`src/rtl/jump_decoder_ras.sv`:
```
// Fetch-bundle jump decoder: per-slot jumpType, first unconditional transfer, RAS-predicted returns.
// One-cycle registered output with valid/ready; restore_valid reloads the RAS checkpoint and kills the output.
module jump_decoder_ras #(
  parameter int SLOTS       = 4,
  parameter int INSTR_WIDTH = 80,
  parameter int IP_WIDTH    = 48,
  parameter int RAS_DEPTH   = 16,
  localparam int PW = $clog2(RAS_DEPTH),
  localparam int SW = (SLOTS > 1) ? $clog2(SLOTS) : 1
) (
  input  logic                         clk,
  input  logic                         rst,
  input  logic                         in_valid,
  output logic                         in_ready,
  input  logic [SLOTS*INSTR_WIDTH-1:0] in_instr,
  input  logic [SLOTS*4-1:0]           in_magic,
  input  logic [SLOTS*IP_WIDTH-1:0]    in_ip,
  input  logic [SLOTS*4-1:0]           in_len,
  input  logic [SLOTS-1:0]             in_slot_en,
  output logic                         out_valid,
  input  logic                         out_ready,
  output logic [SLOTS-1:0]             out_slot_valid,
  output logic [SLOTS*5-1:0]           out_jump_type,
  output logic                         out_taken,
  output logic [SW-1:0]                out_taken_slot,
  output logic [IP_WIDTH-1:0]          out_target,
  output logic                         out_ras_miss,
  output logic [PW-1:0]                out_ras_ptr,
  output logic [PW:0]                  out_ras_count,
  input  logic                         restore_valid,
  input  logic [PW-1:0]                restore_ptr,
  input  logic [PW:0]                  restore_count
);

  logic [SLOTS-1:0]   w_unc, w_ind, w_call, w_ret, w_jmp;
  logic [SLOTS*5-1:0] w_jump_type;

  for (genvar g = 0; g < SLOTS; g++) begin : g_slot
    logic [7:0] w_op;
    logic [2:0] w_f;
    logic [1:0] w_mg;
    logic       w_q, w_cond, w_x, w_b6;
    logic       w_unused;
    assign w_op     = in_instr[g*INSTR_WIDTH +: 8];
    assign w_f      = in_instr[g*INSTR_WIDTH+13 +: 3];
    assign w_mg     = in_magic[g*4 +: 2];
    assign w_q      = w_mg[0] & in_slot_en[g];
    assign w_cond   = w_q & (w_op[7:4] == 4'hA);
    assign w_b6     = w_q & (w_op == 8'd182);
    assign w_x      = (w_mg == 2'b01) ? in_instr[g*INSTR_WIDTH+18] : in_instr[g*INSTR_WIDTH+32];
    assign w_unc[g]  = w_q & (w_op == 8'd181);
    assign w_ind[g]  = w_b6 & (w_f == 3'd0);
    assign w_call[g] = w_b6 & ((w_f == 3'd1) | (w_f == 3'd2));
    assign w_ret[g]  = w_b6 & (w_f == 3'd3);
    assign w_jump_type[g*5 +: 5] = w_cond ? {1'b0, w_x, w_op[3:1]} :
                                   (w_ind[g] | w_ret[g]) ? 5'h11 : 5'h10;
    assign w_unused = ^{in_instr[g*INSTR_WIDTH+48 +: INSTR_WIDTH-48], in_magic[g*4+2 +: 2]};
  end

  assign w_jmp = w_unc | w_ind | w_call | w_ret;

  logic          w_taken;
  logic [SW-1:0] w_taken_slot;
  logic [SLOTS-1:0] w_slot_valid;

  // Slots up to and including the first transfer stay valid; conditionals do not terminate.
  always_comb begin
    w_taken      = 1'b0;
    w_taken_slot = '0;
    w_slot_valid = '0;
    for (int i = 0; i < SLOTS; i++) begin
      w_slot_valid[i] = in_slot_en[i] & ~w_taken;
      if (!w_taken && w_jmp[i]) begin
        w_taken      = 1'b1;
        w_taken_slot = SW'(i);
      end
    end
  end

  logic                w_t_unc, w_t_call, w_t_ret, w_t_m1;
  logic [47:8]         w_t_bits;
  logic [IP_WIDTH-1:0] w_t_ip, w_off, w_ret_addr, w_target;
  logic [3:0]          w_t_len;

  assign w_t_unc  = w_taken & w_unc[w_taken_slot];
  assign w_t_call = w_taken & w_call[w_taken_slot];
  assign w_t_ret  = w_taken & w_ret[w_taken_slot];
  assign w_t_m1   = in_magic[w_taken_slot*4 + 1];
  assign w_t_bits = in_instr[w_taken_slot*INSTR_WIDTH + 8 +: 40];
  assign w_t_ip   = in_ip[w_taken_slot*IP_WIDTH +: IP_WIDTH];
  assign w_t_len  = in_len[w_taken_slot*4 +: 4];

  assign w_off = w_t_m1   ? {{(IP_WIDTH-32){w_t_bits[47]}}, w_t_bits[47:17], 1'b0} :
                 w_t_call ? {{(IP_WIDTH-17){w_t_bits[31]}}, w_t_bits[31:16], 1'b0} :
                            {{(IP_WIDTH-25){w_t_bits[31]}}, w_t_bits[31:8],  1'b0};
  assign w_ret_addr = w_t_ip + IP_WIDTH'(w_t_len);

  logic [IP_WIDTH-1:0] r_ras [RAS_DEPTH];
  logic [PW-1:0]       r_ptr, w_ptr_inc, w_ptr_nxt;
  logic [PW:0]         r_count, w_cnt_nxt;
  logic                w_pop, w_miss, w_accept;

  assign w_ptr_inc = r_ptr + PW'(1);
  assign w_pop     = w_t_ret & (r_count != '0);
  assign w_miss    = w_t_ret & (r_count == '0);

  always_comb begin
    w_target  = '0;
    w_ptr_nxt = r_ptr;
    w_cnt_nxt = r_count;
    if (w_t_unc || w_t_call) w_target = w_t_ip + w_off;
    if (w_pop) begin
      w_target  = r_ras[r_ptr];
      w_ptr_nxt = r_ptr - PW'(1);
      w_cnt_nxt = r_count - (PW+1)'(1);
    end
    if (w_t_call) begin
      w_ptr_nxt = w_ptr_inc;
      // Full stack wraps onto the oldest entry; occupancy saturates.
      if (r_count != (PW+1)'(RAS_DEPTH)) w_cnt_nxt = r_count + (PW+1)'(1);
    end
  end

  logic r_out_valid;
  assign in_ready = ~restore_valid & (~r_out_valid | out_ready);
  assign w_accept = in_valid & in_ready;

  always_ff @(posedge clk) begin
    if (w_accept && w_t_call) r_ras[w_ptr_inc] <= w_ret_addr;
  end

  always_ff @(posedge clk or posedge rst) begin
    if (rst) begin
      r_ptr   <= '0;
      r_count <= '0;
    end else if (restore_valid) begin
      r_ptr   <= restore_ptr;
      r_count <= restore_count;
    end else if (w_accept) begin
      r_ptr   <= w_ptr_nxt;
      r_count <= w_cnt_nxt;
    end
  end

  always_ff @(posedge clk or posedge rst) begin
    if (rst) begin
      r_out_valid    <= 1'b0;
      out_slot_valid <= '0;
      out_jump_type  <= '0;
      out_taken      <= 1'b0;
      out_taken_slot <= '0;
      out_target     <= '0;
      out_ras_miss   <= 1'b0;
      out_ras_ptr    <= '0;
      out_ras_count  <= '0;
    end else if (restore_valid) begin
      r_out_valid <= 1'b0;
    end else if (w_accept) begin
      r_out_valid    <= 1'b1;
      out_slot_valid <= w_slot_valid;
      out_jump_type  <= w_jump_type;
      out_taken      <= w_taken;
      out_taken_slot <= w_taken_slot;
      out_target     <= w_target;
      out_ras_miss   <= w_miss;
      out_ras_ptr    <= w_ptr_nxt;
      out_ras_count  <= w_cnt_nxt;
    end else if (out_ready) begin
      r_out_valid <= 1'b0;
    end
  end

  assign out_valid = r_out_valid;

endmodule

```
`config.mk`:
```
export PLATFORM = sky130hd
export DESIGN_NAME = jump_decoder_ras
export DESIGN_NICKNAME = d
export VERILOG_FILES = /design/src/rtl/jump_decoder_ras.sv
export SDC_FILE = /design/constraint.sdc
export NUM_CORES = 1
export LEC_CHECK = 0
export BUFFER_PORTS_ARGS = -buffer_cell sky130_fd_sc_hd__buf_2
export CAP_MARGIN = 20
export CORE_MARGIN = 1
export CORE_UTILIZATION = 49
export CTS_CLUSTER_DIAMETER = 30
export CTS_CLUSTER_SIZE = 25
export DETAILED_ROUTE_END_ITERATION = 12
export GPL_TIMING_DRIVEN = 1
export PLACE_DENSITY = 0.71
export RECOVER_POWER = 100
export SLEW_MARGIN = 25
export SYNTH_ARGS = -nofsm -noshare
export SYNTH_HDL_FRONTEND = slang
export SYNTH_SLANG_ARGS = --single-unit
```
`constraint.sdc`:
```
create_clock -name clk -period 7.2 [get_ports clk]
set_clock_uncertainty 0.1 [all_clocks]
set_input_delay 1.44 -clock clk [delete_from_list [all_inputs] [get_ports clk]]
set_output_delay 1.44 -clock clk [all_outputs]
set_load 0.02 [all_outputs]
```
# Yosys cells after proc, flatten, opt, wreduce, memory -nomap -nowiden

Memory sizes are Yosys's and may differ from the RTL's.
Index checks and enable logic that the tools add are counted.

$add $sub $neg: 8
Multiply operators: 2
Order comparisons: 2
Eq/ne operators: 29
Shift-type cells: 3
Multiplexer cells: 45
Bitwise gates (word level): 55
Reduce and logical (&&, ||, !) cells: 17

Operator list:

| kind                   | count |
|---|---|
| $shiftx A320 B11 Y40   | 1 |
| $shiftx A192 B9 Y48    | 1 |
| $mux W48               | 3 |
| $eq A8 B8 Y1 const B   | 8 |
| $add A48 B4 Y48        | 1 |
| $add A48 B48 Y48       | 1 |
| $mux W5                | 9 |
| $and A1 B1 Y1          | 38 |
| $eq A3 B2 Y1 const B   | 8 |
| $mux W24               | 1 |
| $mux W1                | 22 |
| $eq A4 B4 Y1 const B   | 4 |
| $mux W4                | 4 |
| $shiftx A16 B5 Y4      | 1 |
| $eq A3 B1 Y1 const B   | 4 |
| $logic_not A3 Y1       | 4 |
| $or A4 B4 Y4           | 3 |
| $add A9 B4 Y10 const B | 1 |
| $or A1 B1 Y1           | 9 |
| $eq A2 B1 Y1 const B   | 4 |
| $bmux W1 S2            | 3 |
| $add A4 B1 Y5 const B  | 1 |
| $add A5 B1 Y5 const B  | 1 |
| $logic_not A5 Y1       | 1 |
| other kinds (18)       | 28 |

Register bits: 95
Bits in writable memories: 768
Input bits: 562
Output and inout bits: 87
Word-level logic and storage cells: 173
Memories: 1

Memory list:

| memory | depth | bits a word | rd ports | clocked after Yosys merged registers in | wr ports | line | text |
|---|---|---|---|---|---|---|---|
| r_ras  | 16    | 48          | 1        | 0                                       | 1        | 98   | `logic [IP_WIDTH-1:0] r_ras [RAS_DEPTH];` |

# Depth between registers and ports, before layout

Depth in word-level cells: 25
Mapped depth: 27

# Worst setup path before layout

No wires, ideal clock.

Kind: in2reg
From: input port in_instr[0]
To: memory r_ras[12][0], enable pin
Setup time: 513 ps
Arrival: 6,506 ps
Data required time: 6,587 ps
Path slack: 81 ps
Stages on the path: 9
Buffers on the path: 1
Path through: or3b_1 -> a211oi_2 -> buf_2 -> o21ai_0 -> a21oi_1 -> nor2_1 -> nor2b_1 -> nand2_1 -> nor3_1

Cells in the longest elaborated chain, start to end: 22
Elaborated cells on any way between the ends: 29
Classes of those cells: 2 x eq/ne; 11 x mux; 9 x bitwise; 7 x reduce/logical

RTL lines:

| item                            | line | text |
|---|---|---|
| start, declared                 | 15   | `input logic [SLOTS*INSTR_WIDTH-1:0] in_instr,` |
| $eq A8 B8 Y1                    | 49   | `assign w_b6 = w_q & (w_op == 8'd182);` |
| $and A1 B1 Y1                   | 49   |  |
| $and A1 B1 Y1                   | 52   | `assign w_ind[g] = w_b6 & (w_f == 3'd0);` |
| $or A4 B4 Y4 (3 in a row)       | 60   | `assign w_jmp = w_unc \| w_ind \| w_call \| w_ret;` |
| $mux W1                         | 73   | `if (!w_taken && w_jmp[i]) begin` |
| $logic_not A1 Y1                | 73   |  |
| $logic_and A1 B1 Y1             | 73   |  |
| $mux W1                         | 73   |  |
| [4 not listed]                  | --   |  |
| $logic_and A1 B1 Y1             | 73   |  |
| $mux W2                         | 73   |  |
| $bmux W1 S2                     | 86   | `assign w_t_call = w_taken & w_call[w_taken_slot];` |
| $mux W1 (not written as such)   | 86   |  |
| $and A1 B1 Y1 *                 | 86   |  |
| $logic_and A1 B1 Y1 *           | 129  | `if (w_accept && w_t_call) r_ras[w_ptr_inc] <= w_ret_addr;` |
| $mux W1 *                       | 129  |  |
| $mux W1 (not written as such) * | 129  |  |
| end, declared                   | 98   |  |

Every way passes the cells marked *; elsewhere a longest branch is shown, timed or not. The select of a mux whose other input is x is not followed.

# Final worst setup path

From: input port in_instr[163]
To: memory r_ras[3][25], enable pin

Cells in the longest elaborated chain, start to end: 17
Elaborated cells on any way between the ends: 23
Classes of those cells: 2 x eq/ne; 8 x mux; 9 x bitwise; 4 x reduce/logical

RTL lines:

| item                            | line |
|---|---|
| $eq A8 B8 Y1                    | 49 |
| $and A1 B1 Y1                   | 49 |
| $and A1 B1 Y1                   | 52 |
| $or A4 B4 Y4 (3 in a row)       | 60 |
| $logic_and A1 B1 Y1             | 73 |
| $mux W1                         | 73 |
| $logic_not A1 Y1                | 73 |
| $logic_and A1 B1 Y1             | 73 |
| $mux W2                         | 73 |
| $bmux W1 S2                     | 86 |
| $mux W1 (not written as such)   | 86 |
| $and A1 B1 Y1 *                 | 86 |
| $logic_and A1 B1 Y1 *           | 129 |
| $mux W1 *                       | 129 |
| $mux W1 (not written as such) * | 129 |

Marked as above.

==> results.sh <==
export IMPL_ant_nets=0
export IMPL_grt_pass1_wl_um=202000
export IMPL_dpl_cell_area_um2=46000
export IMPL_r2r_start="out_valid"
export IMPL_nets=4078
export IMPL_instances_no_fill=4652
export IMPL_path_class="in -> reg"
export IMPL_cts_made_buffers=137
export IMPL_cp_arrival_ps=7210
export IMPL_holdPathStages=2
export IMPL_hold_viol_final=0
export IMPL_power_density_nw_per_um2=279
export IMPL_synth_flop_cell="edfxtp_1"
export IMPL_die_height_um=291
export IMPL_cap_violations=21
export IMPL_p_leak_nw=18.3
export IMPL_antenna_found_initial=11
export IMPL_endpoint_kind="flop"
export IMPL_ios=649
export IMPL_drt_first_pass_iters=5
export IMPL_whs_ps=379
export IMPL_fin_crit_ps=6980
export IMPL_cp_start_kind="input port"
export IMPL_die_area_um2=84400
export IMPL_tritoncts="built"
export IMPL_cts_clk_slew_worst_paths_ps=50
export IMPL_io_buffers=512
export IMPL_required_ps=7430
export IMPL_yosys_area_top_type_share_pct=56.5
export IMPL_peakVddDrop_uv=188
export IMPL_clk_latency_ps=710
export IMPL_start_util_pct=49.6
export IMPL_synth_async_sr_flop_share_pct=11.0
export IMPL_grt_max_degree=94
export IMPL_syn_num_nets=3390
export IMPL_gp_congestion=0.983
export IMPL_htreeDepth=4
export IMPL_synth_enable_flop_cells=768
export IMPL_drv_slew=856
export IMPL_core_area_um2=82200
export IMPL_synthCells=2769
export IMPL_rows=105
export IMPL_hold_start="out_taken_slot[0]"
export IMPL_syn_cell_area_um2=40800
export IMPL_min_path_type="reg -> reg"
export IMPL_yosys_top_cells_area="edfxtp_1 (57%), mux4_2 (13%), dfrtp_1 (5.8%)"
export IMPL_drtIter0Drc=3390
export IMPL_drc=0
export IMPL_track_usage_pct=33.4
export IMPL_via_per_inst=6.34
export IMPL_yosysTopAreaCell="edfxtp_1"
export IMPL_area_growth_pct=23.0
export IMPL_num_fill_cells=6131
export IMPL_fin_crit_sh_pct=97.0
export IMPL_cts_buffer_depth=3
export IMPL_crit_path_max_fanout=34
export IMPL_cts_root_buffer="clkbuf_16"
export IMPL_place_inst=4388
export IMPL_tightest_slew_ps=3510
export IMPL_rsz0062_at_grt="no"
export IMPL_yosysMostFrequentCell="edfxtp_1"
export IMPL_synthDistinctLibCells=90
export IMPL_fp_dieW_um=291
export IMPL_netlist_top_cells_count="edfxtp_1 (768), nand2_1 (363), mux4_2 (240)"
export IMPL_ys_seq_area_share_pct=62.4
export IMPL_place_hpwl_um=89200
export IMPL_reg2reg_to="out_target[29]"
export IMPL_status="complete, but fails checks"
export IMPL_internal_power_mw=10.4
export IMPL_drive_above_1_share_pct=30.8
export IMPL_rrSetupSlack_ps=1280
export IMPL_p_switching_mw=3.64
export IMPL_ys_warn_count=0
export IMPL_syn_area_per_cell_um2=14.7
export IMPL_postCtsSetupBuffers=0
export IMPL_postCtsHoldBufs=0
export IMPL_ctsResizeCount=0
export IMPL_relSlewSlack_pct=-134
export IMPL_vias=29500
export IMPL_wl_um=141000
export IMPL_p_clk_share_pct=48.0
export IMPL_finalPower_mw=14.0
export IMPL_p_comb_share_pct=11.9
export IMPL_r2r_cells=7
export IMPL_violations="capacitance limit, slew limit"
export IMPL_clkSinkCount=863
export IMPL_setup_viol=0
export IMPL_grt_overflow=0
export IMPL_p_seq_share_pct=40.1
export IMPL_max_freq_mhz=143
export IMPL_ys_ff_latch=863
export IMPL_grt_pass1_vias=29000
export IMPL_fin_area_um2=50200
export IMPL_hold_end="out_taken_slot[0]"
export IMPL_wire_per_inst_um=30.3
export IMPL_sw_frac_of_total_pct=26.0
-- cell usage in the layout, fill, tap and decap left out, types with 11 or more instances in the layout --
cell,instances
clkbuf_16,138
nor3_1,12
edfxtp_1,768
clkinv_4,11
inv_6,18
a221oi_1,41
nand3_1,119
a21o_1,31
bufinv_16,13
buf_2,423
dfrtp_1,91
mux2i_1,57
clkinv_2,13
clkbuf_2,19
o21a_1,13
nand2_1,361
and3_1,62
ha_1,57
mux4_2,240
a22o_1,18
a22oi_1,13
a21oi_1,85
buf_12,12
o2111ai_1,13
inv_1,32
xor2_1,31
a311oi_1,11
buf_4,110
o311ai_0,11
o21ai_0,58
xnor2_1,60
nand4_1,17
clkbuf_1,163
nor2b_1,17
a31oi_1,48
clkinvlp_4,13
clkinv_1,12
nor2_1,163
-- sequential cells by signal, summed over array words and instances, names as in the netlist --
name            cells
r_ras             768
out_target         48
out_jump_type      20
out_ras_count       5
r_count             5
out_ras_ptr         4
out_slot_valid      4
r_ptr               4
out_taken_slot      2
out_ras_miss        1
out_taken           1
out_valid           1
-- worst max-delay path: stages --
cell and delay, ps:
clkbuf_1 170, and4bb_2 330, o211a_1 220, o21ai_0 530, nand4_1 160, a21oi_1 330, nor2_1 170, clkbuf_1 250
nor2b_1 370, nand2_1 260, nor2_1 1680, buf_2 1240
-- worst max path at each step --
stage                       start              to  slack, ps  depth (start not counted)
global route        in_instr[163]    r_ras[3][31]        110                         12
global placement     in_instr[80]  out_target[36]         -3                         25
detailed placement   in_instr[80]  out_target[36]        -50                         25
finish              in_instr[163]    r_ras[3][25]        220                         12
floorplan             in_instr[0]    r_ras[12][0]         80                          9
CTS                  in_instr[80]  out_target[36]        630                         25
-- cells by family after synthesis --
logic type,Yosys count,synth area share [%]
buffers and inverters,200,2.09
muxes,314,15.2
AOI/OAI and AO/OA,416,7.28
adders and majority gates,59,1.85
and+or+nand+nor,821,9.22
DFF,863,62.4
xor gates and xnor gates,96,2.06
-- power by group through the flow --
| stage | sequential (mW) | combinational (mW) | clock, mW |
|---|---|---|---|
| after floorplan | 5.72 | 0.951 | 0 |
| after global placement | 5.71 | 1.64 | 0 |
| after detailed placement | 5.72 | 1.65 | 0 |
| after CTS | 5.62 | 1.68 | 6.78 |
| after global routing | 5.63 | 1.76 | 6.97 |
| final | 5.62 | 1.67 | 6.72 |
-- through the flow --
stage	utilization (%)	TNS, ps	worst slack, ps
after global placement	55.9	-3.37	-3.37
after CTS	61.7	0	627
final	61.0	0	215
after global routing	61.0	0	113
after floorplan	-	0	81.0
after detailed placement	55.9	-184	-54.9
-- per-layer routing --
metal | share of wire (%) | GRT usage (%) | up-vias | wire length [um]
li1 | - | - | 12300 | -
met1 | 36 | 42.7 | 14800 | 51400
met2 | 47 | 53.0 | 2021 | 66500
met3 | 9.7 | 6.08 | 382 | 13600
met4 | 6.7 | 21.3 | 2 | 9450
met5 | 0.014 | 0 | - | 20
-- layout make-up --
type / instances / area, um^2 / share of cell area [%]
multi-input cells: 1706 / 14600 / 29.1
flip-flops and latches: 863 / 25500 / 50.7
diodes: 10 / 25.0 / 0.0499
inverters: 33 / 125 / 0.249
well taps: 1070 / 1340 / 2.67
repair buffers: 716 / 3850 / 7.68
clock buffers: 153 / 3540 / 7.05
clock inverters: 101 / 1240 / 2.47
Note: power is estimated with default switching activity, not from simulation.
